File: config.mk
export PLATFORM = sky130hd
export DESIGN_NAME = sample_framer
export DESIGN_NICKNAME = d
export VERILOG_FILES = /design/src/rtl/sample_framer_pkg.sv /design/src/rtl/sync_fifo.sv /design/src/rtl/sample_framer.sv
export SDC_FILE = /design/constraint.sdc
export NUM_CORES = 1
export LEC_CHECK = 0
export CAP_MARGIN = 20
export CELL_PAD_IN_SITES_DETAIL_PLACEMENT = 0
export CELL_PAD_IN_SITES_GLOBAL_PLACEMENT = 1
export CORE_ASPECT_RATIO = 1.25
export CORE_MARGIN = 2
export CORE_UTILIZATION = 40
export DETAILED_ROUTE_END_ITERATION = 8
export PLACE_DENSITY = 0.67
export SYNTH_ARGS = -nofsm -noshare
export SYNTH_HDL_FRONTEND = slang
export SYNTH_HIERARCHICAL = 1
export SYNTH_SLANG_ARGS = --single-unit
export TNS_END_PERCENT = 1
File: constraint.sdc
create_clock -name clk -period 3.6 [get_ports clk]
set_clock_uncertainty 0.1 [all_clocks]
set_input_delay 0.54 -clock clk [delete_from_list [all_inputs] [get_ports clk]]
set_output_delay 0.54 -clock clk [all_outputs]
set_load 0.05 [all_outputs]
File: src/rtl/sample_framer_pkg.sv
// sample_framer_pkg: shared types for the sample framer
package sample_framer_pkg;
  typedef enum logic [1:0] {IDLE, SINGLE, STREAM, FLUSH} framer_state_t;
endpackage

File: src/rtl/sync_fifo.sv
// sync_fifo: single-clock FIFO with extra pointer bit for full/empty
module sync_fifo #(
  parameter int WIDTH = 9,
  parameter int DEPTH = 8
) (
  input  logic             clk,
  input  logic             rst_n,
  input  logic             push,
  input  logic             pop,
  input  logic [WIDTH-1:0] din,
  output logic [WIDTH-1:0] dout,
  output logic             full,
  output logic             empty
);
  localparam int AW = $clog2(DEPTH);
  logic [WIDTH-1:0] mem [DEPTH];
  logic [AW:0] wp, rp;
  assign empty = wp == rp;
  assign full = (wp[AW] != rp[AW]) && (wp[AW-1:0] == rp[AW-1:0]);
  assign dout = mem[rp[AW-1:0]];
  always_ff @(posedge clk or negedge rst_n)
    if (!rst_n) begin
      wp <= '0;
      rp <= '0;
    end else begin
      if (push && !full) wp <= wp + (AW+1)'(1);
      if (pop && !empty) rp <= rp + (AW+1)'(1);
    end
  always_ff @(posedge clk)
    if (push && !full) mem[wp[AW-1:0]] <= din;
endmodule

File: src/rtl/sample_framer.sv
// sample_framer: buffers a framed sample stream and replays it as go/finish/data
module sample_framer
  import sample_framer_pkg::*;
#(
  parameter int WIDTH = 8,
  parameter int DEPTH = 8
) (
  input  logic             clk,
  input  logic             rst_n,
  input  logic [WIDTH-1:0] sample_in,
  input  logic             sample_valid,
  input  logic             sample_last,
  output logic             sample_ready,
  input  logic             rf_error,
  output logic             rf_go,
  output logic             rf_finish,
  output logic [WIDTH-1:0] rf_data,
  output logic [7:0]       frame_count,
  output logic             underrun
);
  framer_state_t state;
  logic [WIDTH:0] head;
  logic [WIDTH-1:0] held;
  logic full, empty, pop;
  assign sample_ready = !full;
  // an error in STREAM blocks the pop so the rest of the frame is left for FLUSH
  assign pop = !empty && (state == IDLE || state == FLUSH || (state == STREAM && !rf_error));
  sync_fifo #(.WIDTH(WIDTH + 1), .DEPTH(DEPTH)) u_fifo (
    .clk   (clk),
    .rst_n (rst_n),
    .push  (sample_valid && sample_ready),
    .pop   (pop),
    .din   ({sample_last, sample_in}),
    .dout  (head),
    .full  (full),
    .empty (empty)
  );
  always_ff @(posedge clk or negedge rst_n)
    if (!rst_n) begin
      state       <= IDLE;
      rf_go       <= 1'b0;
      rf_finish   <= 1'b0;
      rf_data     <= '0;
      held        <= '0;
      frame_count <= '0;
      underrun    <= 1'b0;
    end else begin
      rf_go     <= 1'b0;
      rf_finish <= 1'b0;
      rf_data   <= '0;
      underrun  <= 1'b0;
      case (state)
        IDLE:
          if (!empty) begin
            rf_go   <= 1'b1;
            rf_data <= head[WIDTH-1:0];
            held    <= head[WIDTH-1:0];
            state   <= head[WIDTH] ? SINGLE : STREAM;
          end
        SINGLE: begin
          state <= IDLE;
          if (!rf_error) begin
            rf_finish   <= 1'b1;
            rf_data     <= held;
            frame_count <= frame_count + 8'd1;
          end
        end
        STREAM:
          if (rf_error) state <= FLUSH;
          else if (!empty) begin
            rf_data <= head[WIDTH-1:0];
            held    <= head[WIDTH-1:0];
            if (head[WIDTH]) begin
              rf_finish   <= 1'b1;
              frame_count <= frame_count + 8'd1;
              state       <= IDLE;
            end
          end else begin
            rf_data  <= held;
            underrun <= 1'b1;
          end
        FLUSH:
          if (!empty && head[WIDTH]) state <= IDLE;
        default: state <= IDLE;
      endcase
    end
endmodule
==> metrics list <==
- Summed over all layers, the routed wires come to 8580 µm.
- First-pass iteration count of the detailed router: 5
- Post-cts sizing count: 0
- Mean cell area of the mapped netlist: 17.1 µm²
- X dimension of the die: 102 µm
- Headroom to the max-slew limit: 43.3%
- The number of antenna violations at the first check in global routing is 0.
* Standard cell with the maximum stage delay on the critical path: dfrtp_1
* Nature of the critical path endpoint: register
- Dividing the final minimum period by the clock period gives 74.9%.
- Compared with the post-synthesis result, the final layout area differs by 18.8%.
* Starting density of the core: 41.1%
- In the post-synthesis netlist, the biggest area contributors are edfxtp_1 (45%), dfrtp_1 (19%), mux4_2 (8.5%), mux2_2 (6.1%), ha_1 (2.1%).
- For this design the top-level I/O count stands at 33.
- All-Layer GR Usage: 14.9%
- The root buffer cell chosen for the clock tree is clkbuf_16.
- Mapped Cells: 279
* Run status: finished, final reports clean
- Entering global routing, the biggest net connects 38 pins.
- Ant diodes: 0
- In the layout the commonest cells are edfxtp_1 (72), dfrtp_1 (37), clkdlybuf4s50_1 (30).
- Row generation in the floorplan step produced 44 rows.
- Final-layout setup total negative slack: 0 ps
* Power per standard cell area: 947 mW/mm²
- The region available for standard cell placement spans 0.0116 mm².
- Data on the critical path is required at its endpoint by 3730 ps.
- Leaving out fill and tap cells, the most frequent cell in the layout is edfxtp_1.
- Based on the critical path, the design can be clocked at up to 0.371 GHz.
- Unique masters post-synth: 42
- Sequential cell area: 0.00309 mm²
* Vias in the first global route: 2695
- The synthesized design spends more area on one cell type than any other, namely edfxtp_1.
- During synthesis, Yosys emitted a total of 6 warnings.
- Setup violations remaining at the end of the flow were counted as 0.
* Die Y-Extent: 126 µm
- IR analysis of the VDD net gives a maximum drop of 0.000341 V.
* Pins over their slew limit: 0
* Type of the worst min-delay path: input port to async pin
- Clock insertion delay at the later pin of the skew report: 350 ps
- By instance count, the cell type seen most on the critical path is nor2_1.
- Max incr delay on CP: 630 ps
- Post-DR wirelength/cell: 17.6 µm
- For the pin with the worst max-slew slack, the measured transition is 851 ps.
- Hold buffer count at CTS: 0
- The first global-routing pass estimated 14300 µm of wire.
- The number of hold-slack violations in the final timing report was 0.
- TritonCTS buffer count: 9
* Netlist area before placement: 0.00477 mm²
- Setup repair after global routing left no endpoint under its margin.
- After filler insertion, the fill cell instance count of the layout stands at 1006.
- Final core occ: 48.8%
- Counting flops and latches in the post-synthesis netlist gives 109.
* Vias after detailed routing: 2580
- The multi-input combinational cells in the finished layout cover a total of 0.00164 mm².
- Clock-pin slew was measured on the worst setup and hold paths at 80 ps.
* Total leakage power: 2.00 nW
* Die ar.: 0.0128 mm²
- Routability congestion estimate: 0.732
* Number of H-tree levels: 3
- The top cell type by area accounts for 45.3% of the synthesized area.
- For this run, the register share of the synthesized area comes to 64.7%.
- IO Port Bufs: 32
- Using the TritonRoute via totals, the vias-per-cell ratio works out to 5.30.
- Post-CTS timing repair inserted 0 buffers for setup.
- Global route total overflow: 0
- Number of buffers between clock root and the deepest sink: 2
- In the routed design, unresolved DRC markers number 0.
- TritonCTS built the clock tree.
* Nature of the critical path startpoint: register
- CP Data Arrival Time: 2820 ps
* CTS sink count: 109
- The worst path in the final design needs a cycle of 2700 ps, including I/O delays and setup.
- Final Net Count: 342
- Reported max-cap violation count: 0
- Cells with a size suffix above 1 make up 28.8% of the layout.
- Remaining number of nets flagged by the antenna check after routing: 0
- Crit Path Category: register to register
- Number of DRC violations after detailed-routing iteration 0: 142
* Net count after synthesis: 300
- DPL Wire Length: 5560 µm
- The signal on the critical path passes through xor2_2 > or3_1 > nor2_1 > buf_4 > mux2_2 > a222oi_1 > nor2_1.
* Crit-path max FO: 15
==> logic make-up (layout without fill, tap and decap cells) <==
logic type / count (synthesis) / in the layout / synth area share, %
flip-flops: 109 / 109 / 64.7
adder cells (fa/ha/maj): 8 / 8 / 2.10
buffers and inverters: 21 / 68 / 1.86
AND/OR/NAND/NOR: 47 / 47 / 6.42
XOR/XNOR: 16 / 16 / 3.41
AO/OA/AOI/OAI: 30 / 30 / 6.00
multiplexers: 48 / 48 / 15.5
==> critical path, delay by kind of cell (launching register included) <==
kind                      cells  cell delay, ps
xor gates and xnor gates      1             260
AOI/OAI and AO/OA             1             340
buffers and inverters         1             240
and+or+nand+nor               3             640
muxes                         1             360
DFF                           1             630
==> layout make-up <==
class,count,share of cell area (%)
clock buffer,9,3.97
clock inverter,7,1.37
inverter,7,0.463
multi-input combinational,149,28.9
sequential,109,54.5
tap,161,3.55
timing repair buffer,45,7.24
==> stage by stage <==
step / instance area, µm² / total power [mW] / setup slack, ps / hold slack [ps] / cells
3_3_place_gp: 5370 / 4.42 / 919 / 355 / 471
5_1_grt: 5670 / 5.74 / 655 / 271 / 487
6_report: 5670 / 5.37 / 902 / 193 / 487
4_1_cts: 5670 / 5.45 / 863 / 225 / 487
3_5_place_dp: 5370 / 4.46 / 908 / 358 / 471
2_1_floorplan: 4770 / 3.77 / 602 / 144 / 279
==> registers in the layout, summed over array words and instances (netlist names) <==
signal,flops
frame_count,8
held,8
rf_data,8
rf_finish,1
rf_go,1
state,2
u_fifo/mem,72
u_fifo/rp,4
u_fifo/wp,4
underrun,1
==> where the power goes <==
part | internal, mW | switching [mW]
registers | 1.69 | 0.236
logic | 1.08 | 1.38
clock network | 0.493 | 0.485
==> routing by layer <==
| metal | track usage, % | up-vias | part of all wire (%) |
|---|---|---|---|
| li1 | - | 1188 | - |
| met1 | 19.0 | 1317 | 44 |
| met3 | 2.89 | 16 | 3.4 |
| met5 | 0 | - | 0 |
| met2 | 25.0 | 59 | 51 |
| met4 | 5.48 | 0 | 1.7 |
==> synthesized netlist by cell type (all sizes together) <==
cell type and n:
a2111oi 3, a211oi 3, a21boi 1, a21oi 6
a222oi 8, and2 3, and4 2, buf 7
clkbuf 7, dfrtp 37, edfxtp 72, ha 8
inv 7, mux2 29, mux2i 1, mux4 18
nand2 5, nand2b 4, nand3 3, nand3b 2
nand4 3, nor2 10, nor2b 5, nor3b 1
nor4 4, nor4b 4, o21ai 1, o311ai 4
o41ai 4, or3 1, xnor2 5, xor2 11
==> path summary, 6_finish.rpt <==
kind | startpoint | to | slack [ps] | cells past startpoint
worst max-delay path | u_fifo/wp[1]$_DFFE_PN0P_ | rf_data[7]$_DFF_PN0_ | 900 | 7
worst min-delay path | rst_n | frame_count[7]$_DFFE_PN0P_ | 190 | 1
worst max register to register | u_fifo/wp[1]$_DFFE_PN0P_ | rf_data[7]$_DFF_PN0_ | 900 | 7
worst min register to register | frame_count[7]$_DFFE_PN0P_ | frame_count[7]$_DFFE_PN0P_ | 360 | 1
max in group asynchronous | rst_n | frame_count[2]$_DFFE_PN0P_ | 2670 | 1
min in group clk | frame_count[7]$_DFFE_PN0P_ | frame_count[7]$_DFFE_PN0P_ | 360 | 1
Power figures use the tool's default switching activity.
